===== src/rtl/stack_cpu_core.sv =====
// Stack-machine CPU core: a fetch/execute FSM with a LIFO operand stack, a carry
// flag and conditional jumps. An instruction takes at least two cycles: FETCH
// waits for the memory acknowledge, and EXEC runs for exactly one cycle.
module stack_cpu_core #(
    parameter int WIDTH  = 16,
    parameter int DEPTH  = 16,
    parameter int ADDR_W = 12
) (
    input  logic                    i_clock,
    input  logic                    i_reset,
    output logic [ADDR_W-1:0]       o_imem_addr,
    output logic                    o_imem_req,
    input  logic                    i_imem_ack,
    input  logic [WIDTH+1:0]        i_imem_data,
    output logic [WIDTH-1:0]        o_top,
    output logic [$clog2(DEPTH):0]  o_count,
    output logic                    o_carry,
    output logic                    o_halted,
    output logic                    o_fault
);

    localparam int AW = $clog2(DEPTH);
    localparam int CW = AW + 1;

    localparam logic [CW-1:0]     CNT_ZERO = CW'(0);
    localparam logic [CW-1:0]     CNT_ONE  = CW'(1);
    localparam logic [CW-1:0]     CNT_TWO  = CW'(2);
    localparam logic [CW-1:0]     CNT_FULL = CW'(DEPTH);
    localparam logic [ADDR_W-1:0] IP_ONE   = ADDR_W'(1);

    typedef enum logic [1:0] {
        FETCH = 2'd0,
        EXEC  = 2'd1,
        HALT  = 2'd2,
        FAULT = 2'd3
    } state_t;

    state_t              state_q, state_d;
    logic [ADDR_W-1:0]   ip_q, ip_d;
    logic [CW-1:0]       count_q, count_d;
    logic                carry_q, carry_d;
    logic [WIDTH+1:0]    instr_q, instr_d;
    logic [WIDTH-1:0]    stack_q [DEPTH];
    logic [WIDTH-1:0]    stack_d [DEPTH];

    logic [1:0]          instrType;
    logic [WIDTH-1:0]    payload;
    logic [AW-1:0]       topIdx;
    logic [AW-1:0]       secIdx;
    logic [AW-1:0]       pushIdx;
    logic [WIDTH-1:0]    topVal;
    logic [WIDTH-1:0]    secVal;
    logic                faultNow;
    logic                jumpTaken;
    logic [WIDTH:0]      aluRes;

    assign instrType = instr_q[WIDTH+1:WIDTH];
    assign payload   = instr_q[WIDTH-1:0];

    // The stack grows upward: entry count-1 is the top, count-2 the second.
    assign topIdx  = AW'(count_q - CNT_ONE);
    assign secIdx  = AW'(count_q - CNT_TWO);
    assign pushIdx = AW'(count_q);
    assign topVal  = stack_q[topIdx];
    assign secVal  = stack_q[secIdx];

    assign o_imem_addr = ip_q;
    assign o_imem_req  = (state_q == FETCH) && !i_reset;
    assign o_top       = (count_q == CNT_ZERO) ? '0 : topVal;
    assign o_count     = count_q;
    assign o_carry     = carry_q;
    assign o_halted    = (state_q == HALT);
    assign o_fault     = (state_q == FAULT);

    // Next-state logic: fetch handshake, instruction execution, and rollback of
    // every architectural update whenever the instruction faults.
    always_comb begin
        state_d   = state_q;
        ip_d      = ip_q;
        count_d   = count_q;
        carry_d   = carry_q;
        instr_d   = instr_q;
        stack_d   = stack_q;
        faultNow  = 1'b0;
        jumpTaken = 1'b0;
        aluRes    = '0;

        case (state_q)
            FETCH: begin
                if (i_imem_ack) begin
                    instr_d = i_imem_data;
                    state_d = EXEC;
                end
            end
            EXEC: begin
                state_d = FETCH;
                ip_d    = ip_q + IP_ONE;
                case (instrType)
                    2'b00: begin
                        if (count_q == CNT_FULL) begin
                            faultNow = 1'b1;
                        end else begin
                            stack_d[pushIdx] = payload;
                            count_d          = count_q + CNT_ONE;
                        end
                    end
                    2'b01: begin
                        case (payload[4:0])
                            5'd0, 5'd1, 5'd2, 5'd3, 5'd4, 5'd5: begin
                                if (count_q < CNT_TWO) begin
                                    faultNow = 1'b1;
                                end else begin
                                    case (payload[2:0])
                                        3'd0: aluRes = {1'b0, secVal} + {1'b0, topVal};
                                        3'd1: aluRes = {1'b0, secVal} + {1'b0, ~topVal} + {{WIDTH{1'b0}}, 1'b1};
                                        3'd2: aluRes = {1'b0, secVal & topVal};
                                        3'd3: aluRes = {1'b0, secVal | topVal};
                                        3'd4: aluRes = {1'b0, secVal ^ topVal};
                                        default: aluRes = {1'b0, secVal} + {1'b0, topVal} + {{WIDTH{1'b0}}, carry_q};
                                    endcase
                                    stack_d[secIdx] = aluRes[WIDTH-1:0];
                                    count_d         = count_q - CNT_ONE;
                                    if ((payload[2:0] == 3'd0) || (payload[2:0] == 3'd1) || (payload[2:0] == 3'd5)) begin
                                        carry_d = aluRes[WIDTH];
                                    end
                                end
                            end
                            5'd6: begin
                                if ((count_q == CNT_ZERO) || (count_q == CNT_FULL)) begin
                                    faultNow = 1'b1;
                                end else begin
                                    stack_d[pushIdx] = topVal;
                                    count_d          = count_q + CNT_ONE;
                                end
                            end
                            5'd7: begin
                                if (count_q == CNT_ZERO) begin
                                    faultNow = 1'b1;
                                end else begin
                                    count_d = count_q - CNT_ONE;
                                end
                            end
                            5'd8: begin
                                if (count_q < CNT_TWO) begin
                                    faultNow = 1'b1;
                                end else begin
                                    stack_d[topIdx] = secVal;
                                    stack_d[secIdx] = topVal;
                                end
                            end
                            default: begin
                            end
                        endcase
                    end
                    2'b10: begin
                        case (payload[2:0])
                            3'd0: jumpTaken = 1'b1;
                            3'd1: jumpTaken = (topVal == '0);
                            3'd2: jumpTaken = (topVal != '0);
                            3'd3: jumpTaken = topVal[WIDTH-1];
                            3'd4: jumpTaken = carry_q;
                            default: jumpTaken = 1'b0;
                        endcase
                        if ((payload[2:0] >= 3'd1) && (payload[2:0] <= 3'd3) && (count_q == CNT_ZERO)) begin
                            faultNow = 1'b1;
                        end else if (jumpTaken) begin
                            ip_d = payload[ADDR_W+2:3];
                        end
                    end
                    default: begin
                        if (payload[0]) begin
                            state_d = HALT;
                            ip_d    = ip_q;
                        end
                    end
                endcase

                if (faultNow) begin
                    state_d = FAULT;
                    ip_d    = ip_q;
                    count_d = count_q;
                    carry_d = carry_q;
                    stack_d = stack_q;
                end
            end
            HALT: begin
            end
            default: begin
            end
        endcase
    end

    // Control and architectural registers; synchronous reset aborts any
    // instruction in flight.
    always_ff @(posedge i_clock) begin
        if (i_reset) begin
            state_q <= FETCH;
            ip_q    <= '0;
            count_q <= '0;
            carry_q <= 1'b0;
            instr_q <= '0;
        end else begin
            state_q <= state_d;
            ip_q    <= ip_d;
            count_q <= count_d;
            carry_q <= carry_d;
            instr_q <= instr_d;
        end
    end

    // Stack storage; entries above the occupancy count are never observed, so
    // they need no reset and are frozen while reset is high.
    always_ff @(posedge i_clock) begin
        if (!i_reset) begin
            stack_q <= stack_d;
        end
    end

endmodule


===== config.mk =====
export PLATFORM = sky130hd
export DESIGN_NAME = stack_cpu_core
export DESIGN_NICKNAME = d
export VERILOG_FILES = /design/src/rtl/stack_cpu_core.sv
export SDC_FILE = /design/constraint.sdc
export NUM_CORES = 2
export LEC_CHECK = 0
export ABC_AREA = 1
export BUFFER_PORTS_ARGS = -buffer_cell sky130_fd_sc_hd__buf_2
export CAP_MARGIN = 25
export CORE_ASPECT_RATIO = 2
export CORE_UTILIZATION = 45
export CTS_BUF_LIST = sky130_fd_sc_hd__clkbuf_16
export CTS_CLUSTER_DIAMETER = 150
export DETAILED_ROUTE_END_ITERATION = 10
export REMOVE_ABC_BUFFERS = 1
export SLEW_MARGIN = 25
export SYNTH_ARGS = -nofsm -noshare
export SYNTH_HDL_FRONTEND = slang
export SYNTH_SLANG_ARGS = --single-unit

===== constraint.sdc =====
create_clock -name i_clock -period 8.55 [get_ports i_clock]
set_clock_uncertainty 0.05 [all_clocks]
set_input_delay 1.2825 -clock i_clock [delete_from_list [all_inputs] [get_ports i_clock]]
set_output_delay 1.2825 -clock i_clock [all_outputs]
set_load 0.02 [all_outputs]

==> results.json <==
{
  "core_mm2": 0.0717,
  "clk_pin_slew_ps": 70,
  "yosys_warnings": 0,
  "grt_overflow": 0,
  "worst_ep_required_time_ps": 8850,
  "final_max_slew_viol_count": 0,
  "antenna_found_initial": 3,
  "arrival_ps": 7350,
  "critical_path_class": "reg2reg",
  "irDropWorstVdd_mv": 0.295,
  "synthArstFlopShare_pct": 0,
  "synthesis.instances": 5311,
  "holdWs_ps": 408,
  "setup_viol_count_final": 0,
  "r2r-end": "stack_q[91]",
  "io_pins": 58,
  "timing.final.crit_period_ps": 7050,
  "drtIter0Drc": 5420,
  "nets": 5154,
  "vias": 40300,
  "worst-path-max-fanout": 87,
  "rsz0062_at_grt": "false",
  "worst_hold_path_type": "reg2reg",
  "start_util_pct": 45.5,
  "gp_congestion": 1.05,
  "finalCritPeriodShare_pct": 82.4,
  "crit_path_start_kind": "flop",
  "synth-seq-area-share_pct": 25.9,
  "syn_area_mm2": 0.0326,
  "r2r_start": "o_count[0]",
  "hold_depth": 2,
  "ys_types": 63,
  "root_buffer": "clkbuf_16",
  "htree_num_levels": 2,
  "vias_per_cell": 6.71,
  "worstSetupStartpoint": "o_count[0]",
  "wire_per_inst_um": 28.8,
  "grtUsageTotal_pct": 46.2,
  "power_density_mw_per_mm2": 366,
  "diodes": 0,
  "cp-end-kind": "flop",
  "layout-drive-gt1-share_pct": 8.50,
  "cts_sinks": 294,
  "drc_errors": 0,
  "cts_buffers": 35,
  "rrSetupSlack_ps": 1500,
  "ant_nets": 0,
  "reg2reg_depth": 21,
  "area_growth_pct": 4.98,
  "wirelength_um": 173000,
  "die_w_um": 192,
  "synthFlopType": "edfxtp_1",
  "worst_pin_slew_ps": 1260,
  "outcome": "complete, no violations",
  "row_count": 139,
  "ys_top_cells_by_area": "edfxtp_1 24%, a21oi_1 15%, nand2_1 14%, o21ai_0 13%, nand3_1 5.4%",
  "yosysTopAreaCell": "edfxtp_1",
  "slew-limit-headroom_pct": 15.3,
  "grt_max_degree": 176,
  "synth_seq_cells": 294,
  "p_leak_nw": 13.8,
  "hpwlAfterDp_um": 114000,
  "synth_area_per_cell_um2": 6.14,
  "dr.pass1.iters": 8,
  "synth-edff-count": 256,
  "cts_tree": "yes",
  "io_buffers": 57,
  "insertion_delay_ps": 610,
  "crit_end": "stack_q[91]",
  "die-area_mm2": 0.0736,
  "cts_hold_buf": 0,
  "die_h_um": 383,
  "hold_violations": 0,
  "grt_pass1_wl_um": 249000,
  "clockBufferDepth": 3,
  "setup-tns-final_ps": 0,
  "fmax_mhz": 142,
  "synth_top_area_share_pct": 23.6,
  "cap_violations": 0,
  "first_global_vias": 37300,
  "postCtsSetupBuffers": 0,
  "cts_resized": 0
}
## Yosys cell counts (19+ instances only)
master    number
nor2_4        35
nor2_1       221
o21ai_0      840
o211ai_1      89
dfxtp_1       38
buf_2        111
inv_2         62
clkbuf_1     273
inv_1        299
nor2_2        31
nand2_1     1248
buf_4         29
edfxtp_1     256
buf_1         19
nand3_1      350
buf_6         21
ha_1          62
o21ai_1      133
a21oi_1     1008
## power by group
group          switching, W  total, W  internal, W
logic               0.00737   0.00926      0.00190
clock network      0.000749   0.00159     0.000843
registers         0.0000576   0.00166      0.00160
## registers in the layout, summed over array words and instances, names as in the netlist
signal and flops:
stack_q 256, o_imem_addr 12, instr_q 18, o_carry 1, o_count 5, state_q 2
## per-layer routing
layer / wire [um] / share of wire [%] / global-route usage (%)
met1: 56300 / 33 / 50.0
met2: 78600 / 45 / 73.0
met3: 17900 / 10 / 9.53
met4: 20200 / 12 / 45.9
met5: 34 / 0.020 / 0
## cells by family after synthesis
| family | after synthesis | synth area share [%] |
|---|---|---|
| xor gates and xnor gates | 24 | 0.726 |
| and+or+nand+nor | 1951 | 25.5 |
| DFF | 294 | 25.9 |
| AOI/OAI and AO/OA | 2146 | 34.5 |
| buffers and inverters | 832 | 10.9 |
| adders and majority gates | 64 | 2.50 |
## critical path: stages, from the launching register on
cell	delay, ps
dfxtp_4	740
buf_4	650
buf_4	840
nand2_1	110
a32oi_1	610
o21ai_0	220
nor2_1	440
ha_1	440
a21oi_1	400
o21ai_0	230
inv_1	110
nand4_1	80
nand2_1	160
nand2_1	140
nor2_1	240
nand3_1	170
xor2_1	230
nand2_2	420
nand3_1	220
nand2_1	70
nand2_1	60
nand2_1	60
## layout make-up
cell class                 instances  area (um^2)
inverter                         379         1440
multi-input combinational       4185        20800
fill                            7704        37400
timing repair buffer             174         1290
sequential                       294         8450
clock inverter                    23          113
tap                              916         1150
clock buffer                      39          976
## through the flow
step	utilization, %	instance area (um^2)	cells	total power [W]	worst slack [ps]
global route	47.8	34200	6010	0.0129	1340
detailed placement	46.1	33000	5944	0.0104	1920
finish	47.8	34200	6010	0.0125	1500
CTS	47.6	34100	6006	0.0120	1670
global placement	46.0	33000	5943	0.0104	1910
floorplan	-	30500	4858	0.00670	-6150
## cells in the final DEF, fill, tap and decap left out, types with 3 or more instances in the layout
cell / Yosys / final
inv_2: 62 / 65
inv_1: 299 / 304
buf_4: 29 / 109
clkinv_1: 15 / 25
inv_6: 1 / 3
a221oi_2: 0 / 16
nor2_2: 31 / 47
o221ai_1: 13 / 13
buf_2: 111 / 57
o21ai_0: 840 / 838
o211ai_1: 89 / 89
edfxtp_1: 256 / 256
nand2_1: 1248 / 1246
nand3_2: 2 / 3
nand4_1: 14 / 14
buf_12: 0 / 3
clkbuf_16: 0 / 39
nor2_1: 221 / 203
o21ai_1: 133 / 135
xor2_1: 17 / 17
a21oi_1: 1008 / 1008
ha_1: 62 / 61
a211oi_1: 3 / 3
nor3_1: 12 / 12
clkinv_2: 0 / 3
or2_2: 8 / 8
nand2_2: 14 / 16
dfxtp_1: 38 / 36
buf_16: 0 / 4
xnor2_1: 5 / 5
a32oi_1: 17 / 17
nor2_4: 35 / 37
nand3_1: 350 / 349
a31oi_1: 3 / 3
## how the worst min path moves through the flow
stage | endpoint | startpoint
CTS | instr_q[15] | instr_q[15]
global route | instr_q[15] | instr_q[15]
global placement | instr_q[15] | instr_q[15]
floorplan | instr_q[15] | instr_q[15]
detailed placement | instr_q[15] | instr_q[15]
finish | instr_q[15] | instr_q[15]
Power figures use the tool's default switching activity.
